`src/rtl/legv8_pkg.sv`:
```
// rtl/legv8_pkg.sv - shared LEGv8 opcodes, datapath select encodings and controller state
package legv8_pkg;

  localparam logic [10:0] OP_LDUR = 11'b11111000010;
  localparam logic [10:0] OP_STUR = 11'b11111000000;
  localparam logic [10:0] OP_LSL  = 11'b11010011011;
  localparam logic [10:0] OP_LSR  = 11'b11010011010;
  localparam logic [10:0] OP_ADD  = 11'b10001011000;
  localparam logic [10:0] OP_SUB  = 11'b11001011000;
  localparam logic [10:0] OP_AND  = 11'b10001010000;
  localparam logic [10:0] OP_ORR  = 11'b10101010000;
  localparam logic [7:0]  OP_CBZ_PFX = 8'b10110100;
  localparam logic [5:0]  OP_B_PFX   = 6'b000101;

  typedef enum logic [1:0] {
    EXT_D     = 2'd0,
    EXT_CB    = 2'd1,
    EXT_B     = 2'd2,
    EXT_SHAMT = 2'd3
  } ext_sel_t;

  typedef enum logic [3:0] {
    ALU_AND   = 4'b0000,
    ALU_ORR   = 4'b0001,
    ALU_ADD   = 4'b0010,
    ALU_SUB   = 4'b0110,
    ALU_PASSB = 4'b0111,
    ALU_LSL   = 4'b1000,
    ALU_LSR   = 4'b1001
  } alu_op_t;

  typedef enum logic [2:0] {
    ST_FETCH  = 3'd0,
    ST_DECODE = 3'd1,
    ST_EXEC   = 3'd2,
    ST_MEM    = 3'd3,
    ST_WB     = 3'd4,
    ST_HALT   = 3'd5
  } state_t;

  typedef enum logic [2:0] {
    CL_RTYPE   = 3'd0,
    CL_LDUR    = 3'd1,
    CL_STUR    = 3'd2,
    CL_CBZ     = 3'd3,
    CL_B       = 3'd4,
    CL_ILLEGAL = 3'd5
  } iclass_t;

  typedef struct packed {
    iclass_t  cls;
    alu_op_t  alu_op;
    ext_sel_t ext_sel;
    logic     alu_src;
    logic     reg2loc;
    logic     illegal;
  } decode_t;

endpackage

```
`src/rtl/multicycle_control_if.sv`:
```
// rtl/multicycle_control_if.sv - controller-to-datapath/memory signal bundle
interface multicycle_control_if #(
  parameter int RETIRE_W = 32
);
  logic [10:0]         opcode;
  logic                zero;
  logic                mem_ready;
  logic                mem_req;
  logic                mem_we;
  logic                mem_sel;
  logic                ir_write;
  logic                pc_write;
  logic                pc_src;
  logic                reg2loc;
  logic                reg_write;
  logic                mem_to_reg;
  logic                alu_src;
  logic [3:0]          alu_op;
  logic [1:0]          ext_sel;
  logic                halted;
  logic [RETIRE_W-1:0] retired;

  modport master (
    input  opcode, zero, mem_ready,
    output mem_req, mem_we, mem_sel, ir_write, pc_write, pc_src, reg2loc,
           reg_write, mem_to_reg, alu_src, alu_op, ext_sel, halted, retired
  );

  modport slave (
    output opcode, zero, mem_ready,
    input  mem_req, mem_we, mem_sel, ir_write, pc_write, pc_src, reg2loc,
           reg_write, mem_to_reg, alu_src, alu_op, ext_sel, halted, retired
  );
endinterface

```
`src/rtl/multicycle_control_opcode_decode.sv`:
```
// rtl/multicycle_control_opcode_decode.sv - combinational opcode classifier and select decode
module opcode_decode
  import legv8_pkg::*;
(
  input  logic [10:0] opcode,
  output decode_t     dec
);

  always_comb begin
    dec.cls     = CL_ILLEGAL;
    dec.alu_op  = ALU_PASSB;
    dec.ext_sel = EXT_D;
    dec.alu_src = 1'b0;
    dec.reg2loc = 1'b0;
    dec.illegal = 1'b1;
    // Branch prefixes carry immediate bits in the low opcode field, so they win over exact matches.
    if (opcode[10:5] == OP_B_PFX) begin
      dec.cls     = CL_B;
      dec.ext_sel = EXT_B;
      dec.illegal = 1'b0;
    end else if (opcode[10:3] == OP_CBZ_PFX) begin
      dec.cls     = CL_CBZ;
      dec.ext_sel = EXT_CB;
      dec.reg2loc = 1'b1;
      dec.illegal = 1'b0;
    end else begin
      case (opcode)
        OP_LDUR: begin
          dec.cls     = CL_LDUR;
          dec.alu_op  = ALU_ADD;
          dec.alu_src = 1'b1;
          dec.illegal = 1'b0;
        end
        OP_STUR: begin
          dec.cls     = CL_STUR;
          dec.alu_op  = ALU_ADD;
          dec.alu_src = 1'b1;
          dec.reg2loc = 1'b1;
          dec.illegal = 1'b0;
        end
        OP_LSL, OP_LSR: begin
          dec.cls     = CL_RTYPE;
          dec.alu_op  = (opcode == OP_LSL) ? ALU_LSL : ALU_LSR;
          dec.ext_sel = EXT_SHAMT;
          dec.alu_src = 1'b1;
          dec.illegal = 1'b0;
        end
        OP_ADD: begin
          dec.cls     = CL_RTYPE;
          dec.alu_op  = ALU_ADD;
          dec.illegal = 1'b0;
        end
        OP_SUB: begin
          dec.cls     = CL_RTYPE;
          dec.alu_op  = ALU_SUB;
          dec.illegal = 1'b0;
        end
        OP_AND: begin
          dec.cls     = CL_RTYPE;
          dec.alu_op  = ALU_AND;
          dec.illegal = 1'b0;
        end
        OP_ORR: begin
          dec.cls     = CL_RTYPE;
          dec.alu_op  = ALU_ORR;
          dec.illegal = 1'b0;
        end
        default: begin
          dec.cls     = CL_ILLEGAL;
          dec.illegal = 1'b1;
        end
      endcase
    end
  end

endmodule

```
`src/rtl/multicycle_control.sv`:
```
// rtl/multicycle_control.sv - multi-cycle LEGv8 control sequencer with shared memory port
module multicycle_control
  import legv8_pkg::*;
#(
  parameter int RETIRE_W = 32
) (
  input logic                  CLOCK,
  input logic                  RESET,
  multicycle_control_if.master bus
);

  state_t              state;
  state_t              state_nx;
  decode_t             dec;
  logic                retire;
  logic [RETIRE_W-1:0] retired_q;

  logic     mem_req, mem_we, mem_sel, ir_write, pc_write, pc_src;
  logic     reg2loc, reg_write, mem_to_reg, alu_src, halted;
  alu_op_t  alu_op;
  ext_sel_t ext_sel;

  opcode_decode u_decode (
    .opcode (bus.opcode),
    .dec    (dec)
  );

  always_ff @(posedge CLOCK) begin
    if (RESET) begin
      state <= ST_FETCH;
    end else begin
      state <= state_nx;
    end
  end

  always_comb begin
    state_nx = state;
    case (state)
      ST_FETCH:  if (bus.mem_ready) state_nx = ST_DECODE;
      ST_DECODE: state_nx = dec.illegal ? ST_HALT : ST_EXEC;
      ST_EXEC: begin
        case (dec.cls)
          CL_RTYPE:         state_nx = ST_WB;
          CL_LDUR, CL_STUR: state_nx = ST_MEM;
          default:          state_nx = ST_FETCH;
        endcase
      end
      ST_MEM: begin
        if (bus.mem_ready) state_nx = (dec.cls == CL_STUR) ? ST_FETCH : ST_WB;
      end
      ST_WB:   state_nx = ST_FETCH;
      ST_HALT: state_nx = ST_HALT;
      default: state_nx = ST_FETCH;
    endcase
  end

  // Everything is gated by RESET so an aborted instruction can never leak a write or a retire.
  always_comb begin
    mem_req    = 1'b0;
    mem_we     = 1'b0;
    mem_sel    = 1'b0;
    ir_write   = 1'b0;
    pc_write   = 1'b0;
    pc_src     = 1'b0;
    reg2loc    = 1'b0;
    reg_write  = 1'b0;
    mem_to_reg = 1'b0;
    alu_src    = 1'b0;
    alu_op     = ALU_AND;
    ext_sel    = EXT_D;
    halted     = 1'b0;
    retire     = 1'b0;
    if (!RESET) begin
      if (state inside {ST_DECODE, ST_EXEC, ST_MEM, ST_WB}) begin
        alu_op  = dec.alu_op;
        ext_sel = dec.ext_sel;
        alu_src = dec.alu_src;
        reg2loc = dec.reg2loc;
      end
      case (state)
        ST_FETCH: begin
          mem_req  = 1'b1;
          ir_write = bus.mem_ready;
          pc_write = bus.mem_ready;
        end
        ST_EXEC: begin
          if (dec.cls == CL_B) begin
            pc_write = 1'b1;
            pc_src   = 1'b1;
            retire   = 1'b1;
          end else if (dec.cls == CL_CBZ) begin
            pc_write = bus.zero;
            pc_src   = 1'b1;
            retire   = 1'b1;
          end
        end
        ST_MEM: begin
          mem_req = 1'b1;
          mem_sel = 1'b1;
          mem_we  = (dec.cls == CL_STUR);
          retire  = (dec.cls == CL_STUR) && bus.mem_ready;
        end
        ST_WB: begin
          reg_write  = 1'b1;
          mem_to_reg = (dec.cls == CL_LDUR);
          retire     = 1'b1;
        end
        ST_HALT: halted = 1'b1;
        default: ;
      endcase
    end
  end

  always_ff @(posedge CLOCK) begin
    if (RESET) begin
      retired_q <= '0;
    end else if (retire) begin
      retired_q <= retired_q + RETIRE_W'(1);
    end
  end

  assign bus.mem_req    = mem_req;
  assign bus.mem_we     = mem_we;
  assign bus.mem_sel    = mem_sel;
  assign bus.ir_write   = ir_write;
  assign bus.pc_write   = pc_write;
  assign bus.pc_src     = pc_src;
  assign bus.reg2loc    = reg2loc;
  assign bus.reg_write  = reg_write;
  assign bus.mem_to_reg = mem_to_reg;
  assign bus.alu_src    = alu_src;
  assign bus.alu_op     = alu_op;
  assign bus.ext_sel    = ext_sel;
  assign bus.halted     = halted;
  assign bus.retired    = retired_q;

endmodule

```
`src/flat_wrapper.sv`:
```
// flat-port wrapper written by rule: the top's interface ports become plain ports
module multicycle_control_flat import legv8_pkg::*;
#(
  parameter int RETIRE_W = 32
)
  (CLOCK, RESET, bus_opcode, bus_zero, bus_mem_ready, bus_mem_req, bus_mem_we, bus_mem_sel, bus_ir_write, bus_pc_write, bus_pc_src, bus_reg2loc, bus_reg_write, bus_mem_to_reg, bus_alu_src, bus_alu_op, bus_ext_sel, bus_halted, bus_retired);
  multicycle_control_if #(.RETIRE_W(RETIRE_W)) bus_i ();
  input logic CLOCK;
  input logic RESET;
  input wire logic [$bits(bus_i.opcode)-1:0] bus_opcode;
  input wire logic [$bits(bus_i.zero)-1:0] bus_zero;
  input wire logic [$bits(bus_i.mem_ready)-1:0] bus_mem_ready;
  output wire logic [$bits(bus_i.mem_req)-1:0] bus_mem_req;
  output wire logic [$bits(bus_i.mem_we)-1:0] bus_mem_we;
  output wire logic [$bits(bus_i.mem_sel)-1:0] bus_mem_sel;
  output wire logic [$bits(bus_i.ir_write)-1:0] bus_ir_write;
  output wire logic [$bits(bus_i.pc_write)-1:0] bus_pc_write;
  output wire logic [$bits(bus_i.pc_src)-1:0] bus_pc_src;
  output wire logic [$bits(bus_i.reg2loc)-1:0] bus_reg2loc;
  output wire logic [$bits(bus_i.reg_write)-1:0] bus_reg_write;
  output wire logic [$bits(bus_i.mem_to_reg)-1:0] bus_mem_to_reg;
  output wire logic [$bits(bus_i.alu_src)-1:0] bus_alu_src;
  output wire logic [$bits(bus_i.alu_op)-1:0] bus_alu_op;
  output wire logic [$bits(bus_i.ext_sel)-1:0] bus_ext_sel;
  output wire logic [$bits(bus_i.halted)-1:0] bus_halted;
  output wire logic [$bits(bus_i.retired)-1:0] bus_retired;
  assign bus_i.opcode = bus_opcode;
  assign bus_i.zero = bus_zero;
  assign bus_i.mem_ready = bus_mem_ready;
  assign bus_mem_req = bus_i.mem_req;
  assign bus_mem_we = bus_i.mem_we;
  assign bus_mem_sel = bus_i.mem_sel;
  assign bus_ir_write = bus_i.ir_write;
  assign bus_pc_write = bus_i.pc_write;
  assign bus_pc_src = bus_i.pc_src;
  assign bus_reg2loc = bus_i.reg2loc;
  assign bus_reg_write = bus_i.reg_write;
  assign bus_mem_to_reg = bus_i.mem_to_reg;
  assign bus_alu_src = bus_i.alu_src;
  assign bus_alu_op = bus_i.alu_op;
  assign bus_ext_sel = bus_i.ext_sel;
  assign bus_halted = bus_i.halted;
  assign bus_retired = bus_i.retired;
  multicycle_control #(.RETIRE_W(RETIRE_W)) u_core (.CLOCK(CLOCK), .RESET(RESET), .bus(bus_i));
endmodule
```
`config.mk`:
```
export PLATFORM = sky130hd
export DESIGN_NAME = multicycle_control_flat
export DESIGN_NICKNAME = d
export VERILOG_FILES = /design/src/rtl/legv8_pkg.sv /design/src/rtl/multicycle_control_if.sv /design/src/rtl/multicycle_control_opcode_decode.sv /design/src/rtl/multicycle_control.sv /design/src/flat_wrapper.sv
export SDC_FILE = /design/constraint.sdc
export NUM_CORES = 1
export LEC_CHECK = 0
export BUFFER_PORTS_ARGS = -buffer_cell sky130_fd_sc_hd__buf_2
export CAP_MARGIN = 10
export CORE_MARGIN = 3
export CORE_UTILIZATION = 40
export CTS_CLUSTER_DIAMETER = 60
export DETAILED_ROUTE_END_ITERATION = 10
export GPL_TIMING_DRIVEN = 0
export SLEW_MARGIN = 10
export SYNTH_ARGS = -nofsm -noshare
export SYNTH_HDL_FRONTEND = slang
export SYNTH_SLANG_ARGS = --single-unit
```
`constraint.sdc`:
```
create_clock -name CLOCK -period 3.2 [get_ports CLOCK]
set_input_delay 0.48 -clock CLOCK [delete_from_list [all_inputs] [get_ports CLOCK]]
set_output_delay 0.48 -clock CLOCK [all_outputs]
set_load 0.1 [all_outputs]
```
==> impl_metrics.prom, run 1 <==
# TYPE chip_impl_metric gauge
chip_impl_metric{name="cp.required",unit="ns"} 2.72
chip_impl_metric{name="netlist_instances",unit=""} 261
chip_impl_metric{name="post-route-period-util",unit=""} 0.933
chip_impl_metric{name="timing.critical_path.fanout_max",unit=""} 5
chip_impl_metric{name="finalSetupViolCount",unit=""} 0
chip_impl_metric{name="cts_buffer_depth",unit=""} 2
chip_impl_metric{name="period_minus_slack",unit="ns"} 2.99
chip_impl_metric{name="fillerInstances",unit=""} 477
chip_impl_metric{name="sum_of_overflow_across_all_layers_after_global_routing",unit=""} 0
chip_impl_metric{name="clk_latency",unit="ns"} 0.29
chip_impl_metric{name="initial_core_util",unit=""} 0.424
chip_impl_info{name="hold_path_class",value="flop to flop"} 1
chip_impl_info{name="root_cell_of_the_clock_tree",value="clkbuf_8"} 1
chip_impl_metric{name="final.hold.worst_slack",unit="ns"} 0.487
chip_impl_metric{name="synthesis.area_per_instance",unit="um2"} 7.87
chip_impl_metric{name="fin_nets",unit=""} 347
chip_impl_metric{name="place.port_buffers",unit=""} 63
chip_impl_info{name="synth_ff_type",value="dfxtp_1"} 1
chip_impl_metric{name="clkSinkCount",unit=""} 35
chip_impl_info{name="most_frequent_cell_after_synthesis",value="dfxtp_1"} 1
chip_impl_info{name="run_status",value="complete, no violations"} 1
chip_impl_metric{name="grt_use_total",unit=""} 0.191
chip_impl_metric{name="cellPowerDensity",unit="nW/um2"} 388
chip_impl_metric{name="cts_made_buffers",unit=""} 5
chip_impl_metric{name="synth_adder_area_share",unit=""} 0.00609
chip_impl_metric{name="first_global_vias",unit=""} 1905
chip_impl_info{name="tritoncts",value="yes"} 1
chip_impl_metric{name="mappedNetlistNets",unit=""} 277
chip_impl_metric{name="static-leakage-power",unit="nW"} 1.05
chip_impl_metric{name="synth_xor_area_frac",unit=""} 0.0341
chip_impl_metric{name="yosys_warnings",unit=""} 0
chip_impl_metric{name="setup_total_negative_slack",unit="ns"} 0
chip_impl_metric{name="final-hold-violation-count",unit=""} 0
chip_impl_metric{name="met3_track_usage_gr",unit=""} 0.0452
chip_impl_metric{name="final_layout_size_suffix_gt1_frac",unit=""} 0.298
chip_impl_metric{name="drt_drc_violations_left",unit=""} 0
chip_impl_metric{name="timing.clock.skew",unit="ns"} 0.0119
chip_impl_metric{name="synth_simple_gate_area_frac",unit=""} 0.361
chip_impl_metric{name="routed-via-count",unit=""} 2192
chip_impl_metric{name="globalplace.congestion",unit=""} 0.856
chip_impl_metric{name="worst_slew_pin_slew",unit="ns"} 0.697
chip_impl_metric{name="routed_wirelength",unit="um"} 5740
chip_impl_metric{name="core_area",unit="um2"} 4850
chip_impl_info{name="synth_area_leader_cell",value="dfxtp_1"} 1
chip_impl_metric{name="number_of_flops_mapped_to_enable_cells_by_yosys",unit=""} 0
chip_impl_metric{name="placed_cell_area",unit="um2"} 2520
chip_impl_info{name="path_class",value="input port to output port"} 1
chip_impl_metric{name="antenna_violations_before_repair",unit=""} 0
chip_impl_metric{name="ant_nets",unit=""} 0
chip_impl_info{name="start_kind",value="input port"} 1
chip_impl_info{name="endpoint_kind",value="output port"} 1
chip_impl_metric{name="flow.area_growth_from_synthesis",unit="%"} 28.6
chip_impl_metric{name="post_synth_num_cell_types",unit=""} 48
chip_impl_metric{name="dr.pass1.iters",unit=""} 4
chip_impl_metric{name="chip_width",unit="um"} 77.7
chip_impl_metric{name="worst_setup_hold_path_clk_slew",unit="ns"} 0.07
chip_impl_metric{name="post_synth_mux_area_share",unit=""} 0.0104
chip_impl_metric{name="avgViaCountPerCell",unit=""} 5.49
chip_impl_metric{name="die-area",unit="um2"} 6030
chip_impl_info{name="ys_top_cells_by_area",value="dfxtp_1 34%, a21oi_1 7.3%, o21ai_0 5.4%"} 1
chip_impl_metric{name="std_cell_rows",unit=""} 25
chip_impl_metric{name="pin_count_of_the_biggest_net_entering_global_routing",unit=""} 12
chip_impl_metric{name="yosys_register_bits",unit=""} 35
chip_impl_info{name="setup_repair_after_global_routing_missed_its_margin",value="no"} 1
chip_impl_metric{name="async_reset_ff_frac",unit=""} 0
chip_impl_metric{name="yosysSeqAreaShare",unit=""} 0.341
chip_impl_metric{name="max_cap_violations",unit=""} 0
chip_impl_metric{name="synth-compound-area-share",unit=""} 0.213
chip_impl_metric{name="max_clock_freq",unit="MHz"} 335
chip_impl_info{name="synth_top_family_by_area",value="simple AND/OR/NAND/NOR gates"} 1
chip_impl_metric{name="synthesis.area",unit="um2"} 2050
chip_impl_metric{name="grtUsageMet2",unit=""} 0.276
chip_impl_metric{name="wl_per_cell",unit="um"} 14.4
chip_impl_metric{name="worst_ep_arrival_time",unit="ns"} 2.51
chip_impl_metric{name="h-tree-depth",unit=""} 2
chip_impl_info{name="global_route.peak_usage_layer",value="met1"} 1
chip_impl_metric{name="design.portCount",unit=""} 64
chip_impl_info{name="synth.top_cells.by_count",value="35 x dfxtp_1, 30 x a21oi_1, 25 x nor2_1"} 1
chip_impl_metric{name="grt_pass1_wl",unit="um"} 9410
chip_impl_metric{name="die_h",unit="um"} 77.7
chip_impl_metric{name="grt_met1_usage",unit=""} 0.284
chip_impl_metric{name="worst_slew_margin_rel",unit=""} 0.529
chip_impl_metric{name="antenna-diode-count",unit=""} 0
chip_impl_metric{name="vdd.ir_drop.worst",unit="uV"} 260
chip_impl_metric{name="cell_area_after_layout",unit="um2"} 2640
chip_impl_metric{name="netlist.area_leader.share",unit=""} 0.341
chip_impl_metric{name="place_hpwl",unit="um"} 4230
chip_impl_metric{name="slew_violations",unit=""} 0
chip_impl_metric{name="initialDrtViolationCount",unit=""} 86
placed cells by master, fill, tap and decap left out, drive strengths merged, types with 2 or more instances in the layout:
cell type and count:
nand3 7, nor4 3, nor4b 2, inv 6
or4b 3, nor3b 3, dfxtp 35, o21ai 23
or4 8, nor2b 2, xor2 8, and2 6
buf 66, o31ai 8, nand2b 5, or3 16
nand2 21, nor2 25, nor3 9, a21oi 30
and3 5, o211ai 4, clkbuf 14, o2111ai 3
nand4 4
final cells by class:
| type | instances | area [um2] | area share |
|---|---|---|---|
| Timing Repair Buffer | 63 | 315 | 0.119 |
| Buffer | 11 | 47.5 | 0.0180 |
| Clock inverter | 2 | 35.0 | 0.0133 |
| Sequential cell | 35 | 701 | 0.265 |
| Clock buffer | 6 | 82.6 | 0.0313 |
| Inverter | 6 | 22.5 | 0.00853 |
| Tap cell | 67 | 83.8 | 0.0317 |
| Multi-Input combinational cell | 209 | 1350 | 0.513 |
registers in the layout, summed over array words and instances, names as in the netlist:
| name | count |
|---|---|
| u_core.bus.retired | 32 |
| u_core.state | 3 |
kinds of logic after synthesis:
kind of cell | after synthesis
AO/OA/AOI/OAI | 74
buffers and inverters | 17
adder cells (fa/ha/maj) | 1
XOR/XNOR | 8
flip-flops | 35
AND/OR/NAND/NOR | 124
multiplexers | 2
metal layers:
metal,share of wire,vias up
met3,0.047,4
li1,-,1115
met5,0,-
met2,0.43,50
met4,0.0070,0
met1,0.51,1023
where the power goes:
group          internal [mW]  leakage [nW]  switching, mW  total, mW
Combinational         0.0364         0.710          0.132      0.168
Clock                  0.252        0.0612          0.160      0.412
Sequential             0.440         0.282        0.00540      0.445
final timing paths:
path | start | endpoint | slack [ns] | cells past startpoint
setup reg to reg | u_core.state[1] | u_core.bus.retired[13] | 0.71 | 8
setup / recovery | bus_opcode[5] | bus_alu_op[0] | 0.21 | 6
hold / removal | u_core.bus.retired[1] | u_core.bus.retired[1] | 0.49 | 2
hold reg to reg | u_core.bus.retired[1] | u_core.bus.retired[1] | 0.49 | 2
repair_timing:
| item | 4_1_cts | 5_1_grt |
|---|---|---|
| setup endpoints to repair | 0 | 3 |
| buffers inserted | 0 | 0 |
| hold buffers | 0 | 0 |
| resized for setup | 0 | 1 |
through the flow:
step / utilization / std cells / total power, mW / setup slack, ns
final: 0.545 / 399 / 1.03 / 0.215
after global routing: 0.545 / 399 / 1.06 / 0.0562
after CTS: 0.543 / 399 / 1.03 / 0.139
after detailed placement: 0.519 / 391 / 0.622 / 0.158
after global placement: 0.519 / 391 / 0.622 / 0.111
after floorplan: - / 261 / 0.586 / -0.0813
worst max-delay path, stage by stage:
cell	delay (ns)
buf_2	0.12
or4b_2	0.69
nor3_1	0.46
a21oi_1	0.16
a21oi_2	0.16
buf_2	0.44
Note: power is estimated with default switching activity, not from simulation.
==> inputs of run 2 (changes only) <==
--- a/config.mk
+++ b/config.mk
@@ -15,4 +15,5 @@
 export SLEW_MARGIN = 10
 export SYNTH_ARGS = -nofsm -noshare
 export SYNTH_HDL_FRONTEND = slang
+export SYNTH_HIERARCHICAL = 1
 export SYNTH_SLANG_ARGS = --single-unit
==> impl_metrics.prom, run 2 <==
# TYPE chip_impl_metric gauge
chip_impl_metric{name="worst_setup_hold_path_clk_slew",unit="ns"} 0.07
chip_impl_metric{name="finalPower",unit="mW"} 0.890
chip_impl_info{name="setup_repair_after_global_routing_missed_its_margin",value="no"} 1
chip_impl_metric{name="avgViaCountPerCell",unit=""} 5.52
chip_impl_metric{name="final-hold-violation-count",unit=""} 0
chip_impl_metric{name="sum_of_overflow_across_all_layers_after_global_routing",unit=""} 0
chip_impl_metric{name="initialDrtViolationCount",unit=""} 121
chip_impl_metric{name="netlist_instances",unit=""} 295
chip_impl_metric{name="ant_nets",unit=""} 0
chip_impl_info{name="start_kind",value="input port"} 1
chip_impl_metric{name="die_h",unit="um"} 82.4
chip_impl_metric{name="synthesis.area_per_instance",unit="um2"} 7.91
chip_impl_metric{name="cellPowerDensity",unit="nW/um2"} 308
chip_impl_metric{name="cts-hold-fix-buffers",unit=""} 0
chip_impl_metric{name="register_area",unit="um2"} 701
chip_impl_info{name="synth_area_leader_cell",value="dfxtp_1"} 1
chip_impl_info{name="mostFrequentLayoutCells",value="65 x buf_2, 35 x dfxtp_1, 33 x nor2_1, 22 x a21oi_1, 19 x nand2_1"} 1
chip_impl_info{name="run_status",value="complete, no violations"} 1
chip_impl_metric{name="post-route-period-util",unit=""} 0.951
chip_impl_metric{name="stdcell_count",unit=""} 439
chip_impl_metric{name="timing.critical_path.fanout_max",unit=""} 6
chip_impl_metric{name="chip_width",unit="um"} 82.4
chip_impl_metric{name="antenna_violations_before_repair",unit=""} 0
chip_impl_info{name="worstPathCellList",value="buf_2 -> and4bb_4 -> a32oi_1 -> a21boi_2 -> nor2_2 -> and3b_1 -> o211ai_1 -> nor2_4 -> o211ai_1 -> nand2b_4 -> buf_6"} 1
chip_impl_metric{name="post_synth_num_cell_types",unit=""} 62
chip_impl_metric{name="worst_slew_pin_slew",unit="ns"} 0.582
chip_impl_info{name="crit_path_frequent_cell",value="o211ai_1"} 1
chip_impl_metric{name="flow.area_growth_from_synthesis",unit="%"} 23.8
chip_impl_info{name="tritoncts",value="yes"} 1
chip_impl_metric{name="worst_ep_arrival_time",unit="ns"} 2.56
chip_impl_metric{name="place_hpwl",unit="um"} 4650
chip_impl_metric{name="setup_total_negative_slack",unit="ns"} 0
chip_impl_metric{name="clk_latency",unit="ns"} 0.28
chip_impl_metric{name="static-leakage-power",unit="nW"} 1.12
chip_impl_metric{name="netlist.area_leader.share",unit=""} 0.300
chip_impl_info{name="most_frequent_cell_after_synthesis",value="nor2_1"} 1
chip_impl_metric{name="globalplace.congestion",unit=""} 0.837
chip_impl_info{name="ys_top_cells_by_area",value="dfxtp_1 30%, nor2_1 6.0%, o31ai_1 5.5%"} 1
chip_impl_metric{name="h-tree-depth",unit=""} 2
chip_impl_info{name="root_cell_of_the_clock_tree",value="clkbuf_8"} 1
chip_impl_metric{name="yosysSeqAreaShare",unit=""} 0.300
chip_impl_metric{name="std_cell_rows",unit=""} 27
chip_impl_metric{name="drt_drc_violations_left",unit=""} 0
chip_impl_metric{name="final_layout_size_suffix_gt1_frac",unit=""} 0.289
chip_impl_metric{name="grt_pass1_wl",unit="um"} 9800
chip_impl_metric{name="max_cap_violations",unit=""} 0
chip_impl_metric{name="antenna-diode-count",unit=""} 0
chip_impl_metric{name="largest_register_ff_count",unit=""} 32
chip_impl_metric{name="core_area",unit="um2"} 5570
chip_impl_metric{name="placed_cells_incl_taps",unit=""} 430
chip_impl_metric{name="slew_violations",unit=""} 0
chip_impl_metric{name="yosys_register_bits",unit=""} 35
chip_impl_metric{name="dr.pass1.iters",unit=""} 4
chip_impl_metric{name="first_global_vias",unit=""} 2139
chip_impl_metric{name="worst_slew_margin_rel",unit=""} 0.602
chip_impl_metric{name="fin_nets",unit=""} 382
chip_impl_metric{name="wl_per_cell",unit="um"} 14.1
chip_impl_metric{name="die-area",unit="um2"} 6790
chip_impl_metric{name="timing.clock.skew",unit="ns"} 0.00555
chip_impl_info{name="path_class",value="input port to output port"} 1
chip_impl_metric{name="routed-via-count",unit=""} 2424
chip_impl_metric{name="yosys_warnings",unit=""} 6
chip_impl_metric{name="cp.required",unit="ns"} 2.72
chip_impl_metric{name="pin_count_of_the_biggest_net_entering_global_routing",unit=""} 11
chip_impl_info{name="synth.top_cells.by_count",value="37 x nor2_1, 35 x dfxtp_1, 22 x a21oi_1"} 1
chip_impl_metric{name="number_of_flops_mapped_to_enable_cells_by_yosys",unit=""} 0
chip_impl_metric{name="multi_input_gate_area",unit="um2"} 1580
chip_impl_metric{name="grt_use_total",unit=""} 0.183
chip_impl_metric{name="vdd.ir_drop.worst",unit="uV"} 195
chip_impl_metric{name="clkSinkCount",unit=""} 35
chip_impl_metric{name="place.port_buffers",unit=""} 63
chip_impl_metric{name="routed_wirelength",unit="um"} 6200
chip_impl_metric{name="cts_made_buffers",unit=""} 5
chip_impl_metric{name="period_minus_slack",unit="ns"} 3.04
chip_impl_metric{name="cts_buffer_depth",unit=""} 2
chip_impl_metric{name="design.portCount",unit=""} 64
chip_impl_info{name="layout.cells.most_common",value="buf_2"} 1
chip_impl_metric{name="critPathMaxStageDelay",unit="ns"} 0.37
chip_impl_metric{name="initial_core_util",unit=""} 0.419
chip_impl_metric{name="finalSetupViolCount",unit=""} 0
chip_impl_info{name="critical_path.slowest_cell",value="and4bb_4"} 1
chip_impl_info{name="endpoint_kind",value="output port"} 1
chip_impl_metric{name="fillerInstances",unit=""} 573
chip_impl_metric{name="max_clock_freq",unit="MHz"} 328
chip_impl_metric{name="synthesis.area",unit="um2"} 2330
chip_impl_info{name="synth_ff_type",value="dfxtp_1"} 1
chip_impl_info{name="hold_path_class",value="flop to flop"} 1
chip_impl_metric{name="async_reset_ff_frac",unit=""} 0
chip_impl_metric{name="mappedNetlistNets",unit=""} 311
==> run 2: cell families after synthesis <==
| kind of cell | after synthesis | share of synthesized area |
|---|---|---|
| AND/OR/NAND/NOR | 150 | 0.384 |
| XOR/XNOR | 10 | 0.0375 |
| flip-flops | 35 | 0.300 |
| AO/OA/AOI/OAI | 70 | 0.206 |
| buffers and inverters | 24 | 0.0434 |
| multiplexers | 5 | 0.0236 |
| adder cells (fa/ha/maj) | 1 | 0.00536 |
==> run 2: routing by layer <==
metal / global-route usage / up-vias / share of wire
li1: - / 1241 / -
met1: 0.237 / 1132 / 0.47
met2: 0.309 / 47 / 0.48
met3: 0.0336 / 4 / 0.042
met4: 0.0498 / 0 / 0.0077
met5: 0 / - / 0
==> run 2: stage by stage <==
stage	worst slack, ns	util	hold WS (ns)	instance area [um2]
2_1_floorplan	-0.203	-	0.606	2360
3_5_place_dp	-0.276	0.495	0.483	2760
4_1_cts	0.0464	0.512	0.493	2850
5_1_grt	0.00728	0.518	0.528	2890
3_3_place_gp	-0.278	0.495	0.482	2760
6_report	0.156	0.518	0.498	2890
==> run 2: layout make-up <==
class / instances / share of cell area
Timing Repair Buffer: 64 / 0.114
Tap cell: 72 / 0.0312
Buffer: 16 / 0.0256
Clock inverter: 1 / 0.00173
Sequential cell: 35 / 0.243
Inverter: 8 / 0.0104
Multi-Input combinational cell: 236 / 0.548
Clock buffer: 7 / 0.0264
==> run 2: worst paths after layout <==
path / start / end / slack [ns] / cells after the start
max reg2reg: u_core/bus.retired[2] / u_core/bus.retired[31] / 0.88 / 7
min reg2reg: u_core/bus.retired[15] / u_core/bus.retired[15] / 0.50 / 2
min: u_core/bus.retired[15] / u_core/bus.retired[15] / 0.50 / 2
max: bus_opcode[6] / bus_pc_write / 0.16 / 11
==> run 2: critical path: cells and delay by family <==
family	cells	cell delay, ns
AO/OA/AOI/OAI	4	0.72
buffers and inverters	2	0.34
AND/OR/NAND/NOR	5	1.02
==> run 2: where the power goes <==
group | switching, mW | internal [mW]
clock | 0.156 | 0.153
sequential | 0.00223 | 0.438
combinational | 0.106 | 0.0349
==> run 2: repair_timing <==
| action | CTS | global route |
|---|---|---|
| buffers inserted | 1 | 0 |
| setup endpoints to repair | 2 | 14 |
| pin swaps | 1 | 0 |
| resized for setup | 1 | 11 |
==> inputs of run 3 (changes only) <==
--- a/config.mk
+++ b/config.mk
@@ -5,6 +5,7 @@
 export SDC_FILE = /design/constraint.sdc
 export NUM_CORES = 1
 export LEC_CHECK = 0
+export ABC_AREA = 1
 export BUFFER_PORTS_ARGS = -buffer_cell sky130_fd_sc_hd__buf_2
 export CAP_MARGIN = 10
 export CORE_MARGIN = 3
==> impl_metrics.prom, run 3 <==
# TYPE chip_impl_metric gauge
chip_impl_metric{name="cts_made_buffers",unit=""} 5
chip_impl_metric{name="dpl_worst_slack",unit="ns"} 0.235
chip_impl_metric{name="first_global_vias",unit=""} 2634
chip_impl_metric{name="cp.required",unit="ns"} 2.72
chip_impl_metric{name="cts.repair.resized",unit=""} 0
chip_impl_metric{name="timing.reg2reg.worst_path_depth",unit=""} 8
chip_impl_metric{name="worst_setup_hold_path_clk_slew",unit="ns"} 0.07
chip_impl_metric{name="initial_core_util",unit=""} 0.422
chip_impl_metric{name="design.portCount",unit=""} 64
chip_impl_info{name="ys_top_cells_by_area",value="dfxtp_1 26%, nand2_1 19%, nor2_1 15%"} 1
chip_impl_metric{name="globalplace.congestion",unit=""} 0.923
chip_impl_metric{name="setup.reg_to_reg.worst_slack",unit="ns"} 1.40
chip_impl_info{name="root_cell_of_the_clock_tree",value="clkbuf_8"} 1
chip_impl_metric{name="place.port_buffers",unit=""} 62
chip_impl_metric{name="grt_use_total",unit=""} 0.197
chip_impl_metric{name="routed-via-count",unit=""} 2972
chip_impl_metric{name="die_h",unit="um"} 88.8
chip_impl_metric{name="setup_ws",unit="ns"} 0.224
chip_impl_metric{name="finalPower",unit="mW"} 0.955
chip_impl_metric{name="worst_ep_arrival_time",unit="ns"} 2.50
chip_impl_metric{name="std_cell_rows",unit=""} 29
chip_impl_metric{name="synthesis.area_per_instance",unit="um2"} 5.75
chip_impl_metric{name="netlist.area_leader.share",unit=""} 0.256
chip_impl_metric{name="fillerInstances",unit=""} 706
chip_impl_metric{name="post-route-period-util",unit=""} 0.930
chip_impl_metric{name="place_hpwl",unit="um"} 5820
chip_impl_metric{name="pin_count_of_the_biggest_net_entering_global_routing",unit=""} 11
chip_impl_metric{name="flow.area_growth_from_synthesis",unit="%"} 18.5
chip_impl_metric{name="post_synth_num_cell_types",unit=""} 31
chip_impl_metric{name="final.hold.worst_slack",unit="ns"} 0.503
chip_impl_info{name="layout.cells.most_common",value="nand2_1"} 1
chip_impl_metric{name="yosysSeqAreaShare",unit=""} 0.256
chip_impl_metric{name="avgViaCountPerCell",unit=""} 4.77
chip_impl_metric{name="vdd.ir_drop.worst",unit="uV"} 138
chip_impl_metric{name="largest_register_ff_count",unit=""} 32
chip_impl_info{name="reg2reg_capture_point",value="u_core/bus.retired[18]"} 1
chip_impl_info{name="synth_area_leader_cell",value="dfxtp_1"} 1
chip_impl_metric{name="routed_wirelength",unit="um"} 7400
chip_impl_metric{name="final-hold-violation-count",unit=""} 0
chip_impl_metric{name="sum_of_overflow_across_all_layers_after_global_routing",unit=""} 0
chip_impl_info{name="critical_path.startpoint",value="bus_opcode[2]"} 1
chip_impl_info{name="maxUsedRoutingLayer",value="met4"} 1
chip_impl_metric{name="yosys_register_bits",unit=""} 35
chip_impl_metric{name="period_minus_slack",unit="ns"} 2.98
chip_impl_metric{name="drt_drc_violations_left",unit=""} 0
chip_impl_info{name="start_kind",value="input port"} 1
chip_impl_metric{name="met2RoutedLength",unit="um"} 3480
chip_impl_metric{name="max_clock_freq",unit="MHz"} 336
chip_impl_info{name="endpoint",value="bus_pc_write"} 1
chip_impl_info{name="run_status",value="complete, no violations"} 1
chip_impl_metric{name="timing.clock.skew",unit="ns"} 0.00677
chip_impl_metric{name="grt_pass1_wl",unit="um"} 12300
chip_impl_metric{name="number_of_flops_mapped_to_enable_cells_by_yosys",unit=""} 0
chip_impl_info{name="setup_repair_after_global_routing_missed_its_margin",value="no"} 1
chip_impl_metric{name="initialDrtViolationCount",unit=""} 190
chip_impl_metric{name="static-leakage-power",unit="nW"} 1.61
chip_impl_info{name="synth_ff_type",value="dfxtp_1"} 1
chip_impl_info{name="synth.top_cells.by_count",value="141 x nand2_1, 107 x nor2_1, 61 x inv_1"} 1
chip_impl_metric{name="route.layer.met1.wl",unit="um"} 3460
chip_impl_info{name="most_frequent_cell_after_synthesis",value="nand2_1"} 1
chip_impl_metric{name="routed-wl-met3",unit="um"} 405
chip_impl_metric{name="final_layout_size_suffix_gt1_frac",unit=""} 0.214
chip_impl_metric{name="antenna_violations_before_repair",unit=""} 0
chip_impl_metric{name="h-tree-depth",unit=""} 2
chip_impl_metric{name="cts-hold-fix-buffers",unit=""} 0
chip_impl_metric{name="finalSetupViolCount",unit=""} 0
chip_impl_metric{name="mappedNetlistNets",unit=""} 493
chip_impl_metric{name="cts.repair_timing.setup_buffer_count",unit=""} 0
chip_impl_metric{name="worst_slew_margin_rel",unit=""} 0.644
chip_impl_metric{name="min_delay_path_depth",unit=""} 2
chip_impl_metric{name="yosys_warnings",unit=""} 6
chip_impl_info{name="tritoncts",value="yes"} 1
chip_impl_metric{name="die-area",unit="um2"} 7880
chip_impl_metric{name="slew_violations",unit=""} 0
chip_impl_metric{name="worst_slew_pin_slew",unit="ns"} 0.534
chip_impl_info{name="path_class",value="input port to output port"} 1
chip_impl_metric{name="chip_width",unit="um"} 88.8
chip_impl_metric{name="netlist_instances",unit=""} 477
chip_impl_metric{name="antenna-diode-count",unit=""} 0
chip_impl_metric{name="async_reset_ff_frac",unit=""} 0
chip_impl_metric{name="clk_latency",unit="ns"} 0.29
chip_impl_metric{name="cellPowerDensity",unit="nW/um2"} 294
chip_impl_metric{name="clkSinkCount",unit=""} 35
chip_impl_metric{name="max_cap_violations",unit=""} 0
chip_impl_info{name="critical_path.reg2reg.startpoint",value="u_core/bus.retired[0]"} 1
chip_impl_info{name="mostFrequentLayoutCells",value="141 x nand2_1, 107 x nor2_1, 62 x buf_2, 61 x inv_1, 35 x dfxtp_1"} 1
chip_impl_metric{name="fin_nets",unit=""} 562
chip_impl_info{name="endpoint_kind",value="output port"} 1
chip_impl_metric{name="ant_nets",unit=""} 0
chip_impl_metric{name="cts_buffer_depth",unit=""} 2
chip_impl_metric{name="core_area",unit="um2"} 6490
chip_impl_metric{name="wl_per_cell",unit="um"} 11.9
chip_impl_metric{name="synthesis.area",unit="um2"} 2740
chip_impl_metric{name="timing.critical_path.fanout_max",unit=""} 3
chip_impl_info{name="hold_path_class",value="flop to flop"} 1
chip_impl_metric{name="dr.pass1.iters",unit=""} 4
[run 3: changes by cell type after synthesis, sizes merged, moves of 16 or more]
cell and delta:
nand2 +135, nand3 +21, inv +58, o31ai -17, or4 -16, nor2 +82
[run 3: cell families after synthesis]
logic type	Yosys count	synth area share
buffers and inverters	75	0.119
flip-flops	35	0.256
AND/OR/NAND/NOR	332	0.549
XOR/XNOR	4	0.0128
AO/OA/AOI/OAI	30	0.0593
adder cells (fa/ha/maj)	1	0.00456
[run 3: per-stage QoR]
step	setup TNS, ns	cells	instance area, um2	utilization
2_1_floorplan	-0.0161	477	2760	-
3_3_place_gp	0	616	3160	0.487
3_5_place_dp	0	616	3160	0.487
4_1_cts	0	623	3250	0.500
5_1_grt	0	623	3250	0.500
6_report	0	623	3250	0.500
[run 3: where the power goes]
part / internal (mW) / leakage [nW] / switching, mW
Clock: 0.169 / 0.0470 / 0.162
Combinational: 0.0401 / 1.28 / 0.140
Sequential: 0.439 / 0.282 / 0.00565
Total: 0.648 / 1.61 / 0.307
[run 3: critical path: stages]
cell and delay (ns):
buf_2 0.10, inv_1 0.07, nand2_1 0.08, nor2_1 0.16
inv_1 0.06, nor2_1 0.12, nor2_2 0.06, nand2_1 0.08
nor2_1 0.07, nor2_1 0.14, nand2_1 0.08, nand2_1 0.10
nand2_4 0.07, inv_1 0.11, o21ai_0 0.14, a21oi_2 0.14
buf_2 0.44
[run 3: routing by layer]
metal	up-vias	track usage
li1	1608	-
met1	1288	0.261
met2	69	0.335
met3	7	0.0317
met4	0	0.0440
met5	-	0
[run 3: area by class of cell]
class                   instances  area, um2  area share
clock inverters                 1       5.00     0.00154
repair buffers                 62        310      0.0955
clock buffers                   6       82.6      0.0254
inverters                      66        250      0.0770
flip-flops and latches         35        701       0.216
multi-input cells             367       1730       0.532
well taps                      77       96.3      0.0296
plain buffers                   9       75.1      0.0231
[run 3: worst min-delay path by stage]
stage | start | endpoint
finish | u_core/bus.retired[31] | u_core/bus.retired[31]
global route | u_core/bus.retired[1] | u_core/bus.retired[1]
CTS | u_core/bus.retired[31] | u_core/bus.retired[31]
detailed placement | u_core/bus.retired[31] | u_core/bus.retired[31]
global placement | u_core/bus.retired[31] | u_core/bus.retired[31]
floorplan | u_core/state[0] | u_core/state[1]
